## config.mk

```make
export PLATFORM = sky130hd
export DESIGN_NAME = key_schedule_ctrl
export DESIGN_NICKNAME = d
export VERILOG_FILES = /design/src/rtl/aes_pkg.sv /design/src/rtl/key_expansion.sv /design/src/rtl/key_schedule_ctrl.sv
export SDC_FILE = /design/constraint.sdc
export NUM_CORES = 2
export LEC_CHECK = 0
export CORE_UTILIZATION = 34
export CTS_CLUSTER_SIZE = 12
export DETAILED_ROUTE_END_ITERATION = 8
export PLACE_DENSITY = 0.48
export SYNTH_ARGS = -nofsm -noshare
export SYNTH_HDL_FRONTEND = slang
export SYNTH_SLANG_ARGS = --single-unit
```

## constraint.sdc

```tcl
create_clock -name clk -period 27.7 [get_ports clk]
set_input_delay 6.925 -clock clk [delete_from_list [all_inputs] [get_ports clk]]
set_output_delay 6.925 -clock clk [all_outputs]
set_load 0.01 [all_outputs]
```

## src/rtl/aes_pkg.sv

```systemverilog
// Shared AES key-schedule types: round-key bundle, round count, FSM states.
// Imported by key_expansion and key_schedule_ctrl.
package aes_pkg;

    localparam int AES_REG_SIZE   = 32;
    localparam int AES_VEC_SIZE   = 4;
    localparam int AES_NUM_ROUNDS = 10;

    typedef logic [AES_VEC_SIZE-1:0][AES_REG_SIZE-1:0] round_key_t;

    typedef enum logic [1:0] {
        IDLE,
        EXPAND,
        FINISH
    } ks_state_e;

endpackage

```

## src/rtl/key_expansion.sv

```systemverilog
// Combinational AES-128 key-expansion round step (RotWord/SubWord/Rcon).
// Ports: key_in current round key, round operand (index in low bits of
// word 0, replicated), key_out next round key. Word 0 is the first AES word.
module key_expansion
    import aes_pkg::*;
#(
    parameter int regSize = 32,
    parameter int vecSize = 4
) (
    input  logic [vecSize-1:0][regSize-1:0] key_in,
    input  logic [vecSize-1:0][regSize-1:0] round,
    output logic [vecSize-1:0][regSize-1:0] key_out
);

    localparam int NB = regSize / 8;

    function automatic logic [7:0] gmul(input logic [7:0] a,
                                        input logic [7:0] b);
        logic [7:0] p;
        logic [7:0] x;
        p = 8'h00;
        x = a;
        for (int i = 0; i < 8; i++) begin
            if (b[i]) p = p ^ x;
            x = {x[6:0], 1'b0} ^ (x[7] ? 8'h1b : 8'h00);
        end
        return p;
    endfunction

    // S-box = affine(x^254); x^254 is the GF(2^8) inverse, with 0 -> 0.
    function automatic logic [7:0] sbox(input logic [7:0] x);
        logic [7:0] sq;
        logic [7:0] acc;
        logic [7:0] b;
        sq  = gmul(x, x);
        acc = sq;
        for (int i = 0; i < 6; i++) begin
            sq  = gmul(sq, sq);
            acc = gmul(acc, sq);
        end
        b = acc;
        return b ^ {b[6:0], b[7]} ^ {b[5:0], b[7:6]}
                 ^ {b[4:0], b[7:5]} ^ {b[3:0], b[7:4]} ^ 8'h63;
    endfunction

    function automatic logic [7:0] rcon(input logic [3:0] idx);
        case (idx)
            4'd0:    return 8'h01;
            4'd1:    return 8'h02;
            4'd2:    return 8'h04;
            4'd3:    return 8'h08;
            4'd4:    return 8'h10;
            4'd5:    return 8'h20;
            4'd6:    return 8'h40;
            4'd7:    return 8'h80;
            4'd8:    return 8'h1b;
            4'd9:    return 8'h36;
            default: return 8'h00;
        endcase
    endfunction

    logic [regSize-1:0] rot;
    logic [regSize-1:0] sub;
    logic [7:0]         rc;
    logic               round_unused;

    // Only the index nibble of word 0 matters; the other replicas are ignored.
    assign round_unused = ^round;

    always_comb begin
        rot = {key_in[vecSize-1][regSize-9:0],
               key_in[vecSize-1][regSize-1 -: 8]};
        sub = '0;
        for (int b = 0; b < NB; b++) begin
            sub[b*8 +: 8] = sbox(rot[b*8 +: 8]);
        end
        rc = rcon(round[0][3:0]);
        key_out = '0;
        key_out[0] = key_in[0] ^ sub ^ {rc, {(regSize-8){1'b0}}};
        for (int w = 1; w < vecSize; w++) begin
            key_out[w] = key_in[w] ^ key_out[w-1];
        end
    end

endmodule

```

## src/rtl/key_schedule_ctrl.sv

```systemverilog
// Sequencer that runs key_expansion NUM_ROUNDS times into an 11-entry
// round-key buffer with a registered read port.
// Ports: clk, rst (sync, active-high), start, key_in, busy, done,
// keys_valid, rd_idx, rd_key. Optional macro KEYSCHED_CACHE_EN skips
// re-expansion when the last completed key is requested again.
module key_schedule_ctrl
    import aes_pkg::*;
#(
    parameter int regSize    = 32,
    parameter int vecSize    = 4,
    parameter int NUM_ROUNDS = AES_NUM_ROUNDS
) (
    input  logic                            clk,
    input  logic                            rst,
    input  logic                            start,
    input  logic [vecSize-1:0][regSize-1:0] key_in,
    output logic                            busy,
    output logic                            done,
    output logic                            keys_valid,
    input  logic [3:0]                      rd_idx,
    output logic [vecSize-1:0][regSize-1:0] rd_key
);

    typedef logic [vecSize-1:0][regSize-1:0] key_t;

    localparam logic [3:0] LAST_R  = 4'(NUM_ROUNDS - 1);
    localparam logic [3:0] MAX_IDX = 4'(NUM_ROUNDS);

    ks_state_e  state;
    ks_state_e  state_n;
    logic [3:0] r;
    key_t       cur;
    key_t       next_key;
    key_t       rnd_op;
    key_t       key_buf [0:NUM_ROUNDS];
    logic       hit;

`ifdef KEYSCHED_CACHE_EN
    key_t cache_key;
    logic cached;
    assign hit = cached && keys_valid && (key_in == cache_key);
`else
    assign hit = 1'b0;
`endif

    always_comb begin
        for (int w = 0; w < vecSize; w++) begin
            rnd_op[w] = {{(regSize-4){1'b0}}, r};
        end
    end

    key_expansion #(
        .regSize (regSize),
        .vecSize (vecSize)
    ) u_step (
        .key_in  (cur),
        .round   (rnd_op),
        .key_out (next_key)
    );

    always_ff @(posedge clk) begin
        if (rst) state <= IDLE;
        else     state <= state_n;
    end

    always_comb begin
        state_n = state;
        busy    = 1'b0;
        done    = 1'b0;
        case (state)
            IDLE: begin
                if (start) state_n = hit ? FINISH : EXPAND;
            end
            EXPAND: begin
                busy = 1'b1;
                if (r == LAST_R) state_n = FINISH;
            end
            FINISH: begin
                done    = 1'b1;
                state_n = IDLE;
            end
            default: state_n = IDLE;
        endcase
    end

    always_ff @(posedge clk) begin
        if (rst) begin
            r          <= 4'd0;
            keys_valid <= 1'b0;
            rd_key     <= '0;
`ifdef KEYSCHED_CACHE_EN
            cached     <= 1'b0;
`endif
        end else begin
            case (state)
                IDLE: begin
                    if (start && !hit) begin
                        key_buf[0] <= key_in;
                        cur        <= key_in;
                        r          <= 4'd0;
                        keys_valid <= 1'b0;
`ifdef KEYSCHED_CACHE_EN
                        cached     <= 1'b0;
`endif
                    end
                end
                EXPAND: begin
                    key_buf[r + 4'd1] <= next_key;
                    cur               <= next_key;
                    r                 <= r + 4'd1;
                end
                FINISH: begin
                    keys_valid <= 1'b1;
`ifdef KEYSCHED_CACHE_EN
                    cache_key  <= key_buf[0];
                    cached     <= 1'b1;
`endif
                end
                default: ;
            endcase
            rd_key <= (rd_idx <= MAX_IDX) ? key_buf[rd_idx] : '0;
        end
    end

endmodule

```

# Word level (Yosys, flattened, before mapping)
# Memories as Yosys holds them, arrays and structs flattened. A register that Yosys moved wholly into a read port is not among the register bits.
# Index checks and enable logic that the tools add are counted.
[op_classes]
n_addsub = 1
magnitude_cmp = 1
n_eq_ne = 5
n_mux = 774
bitwise_logic = 727
reduce_logical = 9
[op_table]
columns = ["operator", "n"]
rows = [
  ["$xor A8 B8 Y8", 716],
  ["$mux W8", 416],
  ["$mux W5", 336],
  ["$mux W128", 2],
  ["$pmux W128 S2", 1],
  ["$xor A32 B32 Y32", 5],
  ["$reduce_or A128 Y1", 1],
  ["$mux W4", 4],
  ["$not A4 Y4", 4],
  ["$mux W1", 10],
  ["$pmux W4 S2", 1],
  ["$reduce_and A2 Y1", 3],
  ["$add A4 B1 Y4 const B", 1],
  ["$eq A4 B4 Y1 const B", 1],
  ["$le A4 B4 Y1 const B", 1],
  ["$mux W2", 2],
  ["$ne A2 B2 Y1 const B", 2],
  ["$pmux W2 S2", 1],
  ["$reduce_bool A2 Y1", 2],
  ["$reduce_and A3 Y1", 1],
  ["$eq A2 B1 Y1 const B", 1],
  ["$eq A2 B2 Y1 const B", 1],
  ["$logic_not A2 Y1", 1],
  ["$not A1 Y1", 2],
  ["other kinds (2)", 2],
]
[word_totals]
ff_bits = 135
ramBits = 1408
rom_bits = 128
inputBits = 135
out_inout_bits = 131
mem_count = 2
[memory_table]
columns = ["name", "depth", "width", "read_ports", "rd_ports_with_merged_regs", "write_ports", "line", "source"]
rows = [
  ["key_buf", 11, 128, 1, 1, 1, "key_schedule_ctrl.sv:35", "key_t key_buf [0:NUM_ROUNDS];"],
  ["(name not given)", 16, 8, 1, 1, 0, "key_expansion.sv:47", "case (idx)"],
]

# Longest topological paths before layout
[logic_depth]
word_depth = 138
depth_mapped = 70

# Modules after synthesis
# Synthesis repeated with hierarchy kept, for this count alone.
[hier_totals]
cells_unflattened = 11247
hier_area_um2 = 123208.2
[by_module_without_submodules]
columns = ["mod", "n_inst", "cells_each", "area_per_inst_um2", "seq_area_each_um2"]
rows = [
  ["key_schedule_ctrl", 1, 3478, 63124.3, 48826.8],
  ["key_expansion", 1, 7769, 60083.9, 0.0],
]

# Least setup slack after synthesis
# OpenSTA, ideal clock, no wires.
[synth_path]
path_type = "input-to-reg"
from = "input port rst"
to = "memory key_buf[0][0] (netlist bit), enable pin"
setup_time_ns = 0.657
t_arrival_ns = 20.083
required_ns = 27.043
slack_ns = 6.961
path_stages = 4
cell_sequence = "clkbuf_1 nor2_1 o21ai_0 a21oi_1"
[synth_between]
elab_chain_len = 4
[synth_rtl]
columns = ["item", "line", "source"]
rows = [
  ["start: declaration", "key_schedule_ctrl.sv:14", "input logic rst,"],
  ["$mux W1", "key_schedule_ctrl.sv:87", "if (rst) begin"],
  ["$mux W1 (not written as such)", "key_schedule_ctrl.sv:108", "key_buf[r + 4'd1] <= next_key;"],
  ["$reduce_or A128 Y1 (no line)", "-", ""],
  ["$mux W4 (no line) / $mux W1 (equally long branches)", "-", ""],
  ["end: declaration", "key_schedule_ctrl.sv:35", ""],
]
# Parallel ways exist; a longest one is shown, timed or not.

# Worst setup path in the final report
[layout_path]
from = "register cur[111] (netlist bit)"
to = "memory key_buf[8][118] (netlist bit), data pin"
[layout_between]
elab_chain_len = 135
[layout_rtl]
columns = ["item", "line", "source"]
rows = [
  ["start: declaration", "key_schedule_ctrl.sv:32", "key_t cur;"],
  ["start signal: assignment", "key_schedule_ctrl.sv:99", "cur <= key_in;"],
  ["start signal: assignment", "key_schedule_ctrl.sv:109", "cur <= next_key;"],
  ["$mux W5", "key_expansion.sv:25", "x = {x[6:0], 1'b0} ^ (x[7] ? 8'h1b : 8'h00);"],
  ["$xor A8 B8 Y8", "key_expansion.sv:25", ""],
  ["$xor A8 B8 Y8", "key_expansion.sv:24", "if (b[i]) p = p ^ x;"],
  ["$mux W8", "key_expansion.sv:24", ""],
  ["$xor A8 B8 Y8", "key_expansion.sv:24", ""],
  ["$mux W8", "key_expansion.sv:24", ""],
  ["$xor A8 B8 Y8", "key_expansion.sv:24", ""],
  ["$mux W8", "key_expansion.sv:24", ""],
  ["[115 not listed]", "-", ""],
  ["$mux W8 (*)", "key_expansion.sv:24", ""],
  ["$xor A8 B8 Y8 (2 in series)", "key_expansion.sv:42", "return b ^ {b[6:0], b[7]} ^ {b[5:0], b[7:6]}"],
  ["$xor A8 B8 Y8", "key_expansion.sv:43", "^ {b[4:0], b[7:5]} ^ {b[3:0], b[7:4]} ^ 8'h63;"],
  ["$xor A8 B8 Y8 (*)", "key_expansion.sv:43", ""],
  ["$not A4 Y4 (no line) (*)", "-", ""],
  ["$xor A32 B32 Y32 (*) (2 in series)", "key_expansion.sv:79", "key_out[0] = key_in[0] ^ sub ^ {rc, {(regSize-8){1'b0}}};"],
  ["$xor A32 B32 Y32 (*) (3 in series)", "key_expansion.sv:81", "key_out[w] = key_in[w] ^ key_out[w-1];"],
  ["$mux W128 (no line) (*)", "-", ""],
]
# Every way passes the cells marked *; elsewhere a longest branch is shown, timed or not.

==> flow_summary.toml <==
[cells_and_area]
syn2layout_area_growth_pct = 11.69
drive_above_1_share = 0.1066
layout.nets = 11380
layout_commonest_cell = "edfxtp_1"
final_cell_mix = "edfxtp_1 (1536), xnor2_1 (1531), nor2_1 (1132), nand2_1 (1115), xor2_1 (560)"

[synth]
synth_compound_area_frac = 0.1144
synthXorXnorAreaFrac = 0.2491
synth_fa_ha_area_frac = 0.002279
synthSimpleGateAreaFrac = 0.1167
synth-edff-count = 1536
yosysSeqAreaShare = 0.4094
yosysUniqueCellTypes = 121
ys.warnings.count = 0
synth.avg_cell_area_um2 = 10.75
synth_seq_cells = 1679
synth_nets = 11290
synthesis.area_um2 = 119700
ys.flop_type = "edfxtp_1"
synth_top_family_by_area = "XOR/XNOR gates"
async_reset_ff_frac = 0
syn_inst = 11130
synth.area.mux_share = 0.07946

[sta]
slew_headroom = 0.08911
timing.final.crit_period_ns = 22.10
final.period_utilization = 0.7980
finalSetupViolCount = 0
postLayoutSetupSlackWorst_ns = 5.597
hold_viol_final = 0
fmax_ghz = 0.04524
fin_setup_tns_ns = 0
slew_viol_final = 0
worst_pin_slew_ns = 1.362
skew_ns = 0.06095
grt_setup_unrepaired = "no"

[worst_setup_path]
crit_required_ns = 28.14
crit_fanout = 31
cp_slowest_cell = "xnor3_1"
crit_arrival_ns = 22.54
start_kind = "flip-flop"
worst_path_largest_cell_delay_ns = 0.88
crit_path_frequent_cell = "xnor2_1"
end_kind = "flip-flop"
rrSetupSlack_ns = 5.60
critPathKind = "flip-flop to flip-flop"

[die]
die_area_um2 = 354300
core_area_um2 = 349700
io_pins = 266
die_w_um = 595.3
die_h_um = 595.3
initial_core_util = 0.3422
rows = 217

[detailed_routing]
dr.pass1.iters = 6
drt_iter0_drc = 7039
ant_nets = 0
viasPerCell = 5.401
post-route-drc-count = 0
wl_um = 385900
num_vias = 86300
route.detailed.wl_per_inst_um = 24.15

[clock_network]
h-tree-depth = 4
clk_pin_slew_ns = 0.07
numCtsBuffers = 172
clk_path_buf_depth = 4
post_cts_buffers = 0
tritoncts = "done"
worstSkewPairLatency_ns = 0.82
cts_resized = 0
clock_sinks = 1679
cts_hold_buf = 0
cts_root_buffer = "clkbuf_16"

[global_routing]
grt_pass1_vias = 84520
grt_pass1_wl_um = 571500
use_met1 = 0.2857
overflow = 0
grt_use_met3 = 0.01379
top_usage_layer = "met2"
antenna_found_initial = 27
grt_use_total = 0.2115
grt_use_met2 = 0.3508
grt_max_degree = 181

[placement]
place_congestion = 0.9001
port_buffers = 265
place_ws_ns = 5.321
dpl.hpwl_um = 262700

[min_path]
hp-class = "flip-flop to flip-flop"

[flow_run]
max_cap_violations = 0

[run_status]
outcome = "finished clean"
-- routing by layer --
| layer | up-vias | wire length, um |
|---|---|---|
| met5 | - | 0 |
| met4 | 0 | 17260 |
| li1 | 40190 | - |
| met3 | 462 | 14410 |
| met2 | 2269 | 183600 |
| met1 | 43390 | 170600 |
-- Yosys cell counts, drive strengths merged, types with 21 or more instances --
library cell	n	area [um^2]
nand3	175	875.8
o211ai	73	553.0
xnor2	1676	15700
mux4	256	5766
a221oi	26	246.5
a31oi	50	312.8
and2	50	312.8
a32oi	30	270.3
a211oi	338	2567
buf	249	1264
nand2	1118	4209
xor2	612	5705
nor2b	194	1214
mux2i	318	3191
clkbuf	478	1794
o31ai	23	177.7
o22ai	101	644.4
a21oi	538	2719
xor3	56	1336
a21o	30	225.2
nand4	27	181.4
or3	49	306.5
inv	94	352.8
dfxtp	143	2863
or2	36	225.2
o221ai	25	219.0
xnor3	313	7071
nor3	175	902.1
and3	39	249.0
o21a	24	180.2
o32ai	23	201.4
edfxtp	1536	46120
a22oi	82	635.6
mux2	49	551.8
nand2b	73	464.2
ha	21	262.8
nor2	1149	4340
o21ai	595	2985
-- registers in the layout, indices dropped and copies added, names as in the netlist --
signal / flops
cur: 128
key_buf: 1408
keys_valid: 1
r: 4
rd_key: 128
state: 2
u_step.rc: 8
-- cells by family (layout without fill, tap and decap cells) --
logic type               count (synthesis)  in the layout
AND/OR/NAND/NOR                       3173           3173
XOR/XNOR                              2657           2657
AO/OA/AOI/OAI                         2150           2150
flip-flops                            1679           1679
buffers and inverters                  827           1053
multiplexers                           623            623
adder cells (fa/ha/maj)                 22             22
other                                    0             24
-- worst max-delay path, delay by kind of cell (launching register included) --
family                   cells  cell delay [ns]
AND/OR/NAND/NOR              6             1.54
AO/OA/AOI/OAI                6             2.16
flip-flops                   1             0.57
adder cells (fa/ha/maj)      2             1.28
XOR/XNOR                    33            14.50
multiplexers                 3             0.98
buffers and inverters        2             0.64
-- worst paths after layout --
check,end,from,cells after the start
worst max register to register,key_buf[8][118]$_DFFE_PP_,cur[111]$_DFFE_PP_,52
worst min-delay path,state[1]$_SDFFE_PP0P_,r[3]$_SDFFE_PP0P_,2
worst min register to register,state[1]$_SDFFE_PP0P_,r[3]$_SDFFE_PP0P_,2
worst max-delay path,key_buf[8][118]$_DFFE_PP_,cur[111]$_DFFE_PP_,52
-- metrics by stage --
stage          hold slack [ns]  cells  instance area, um^2    util
2_1_floorplan           0.4887  11130               119700       -
3_3_place_gp            0.5304  15650               128500  0.3674
3_5_place_dp            0.5359  15650               128500  0.3674
4_1_cts                 0.5141  15960               133600  0.3820
5_1_grt                 0.5501  15970               133600  0.3821
6_report                0.5244  15980               133600  0.3822
-- final cells by class --
type                            count  area (um^2)
Clock inverter                     16        192.7
Sequential cell                  1679        48990
Clock buffer                      289         4891
Fill cell                       33960       216100
Timing Repair Buffer              648         5639
Inverter                          100        375.4
Multi-Input combinational cell   8625        67750
Antenna cell                       24        60.06
Tap cell                         4599         5754
Power is not shown: default switching activity piles up to over one toggle a cycle in this logic, so the estimate is an artifact.
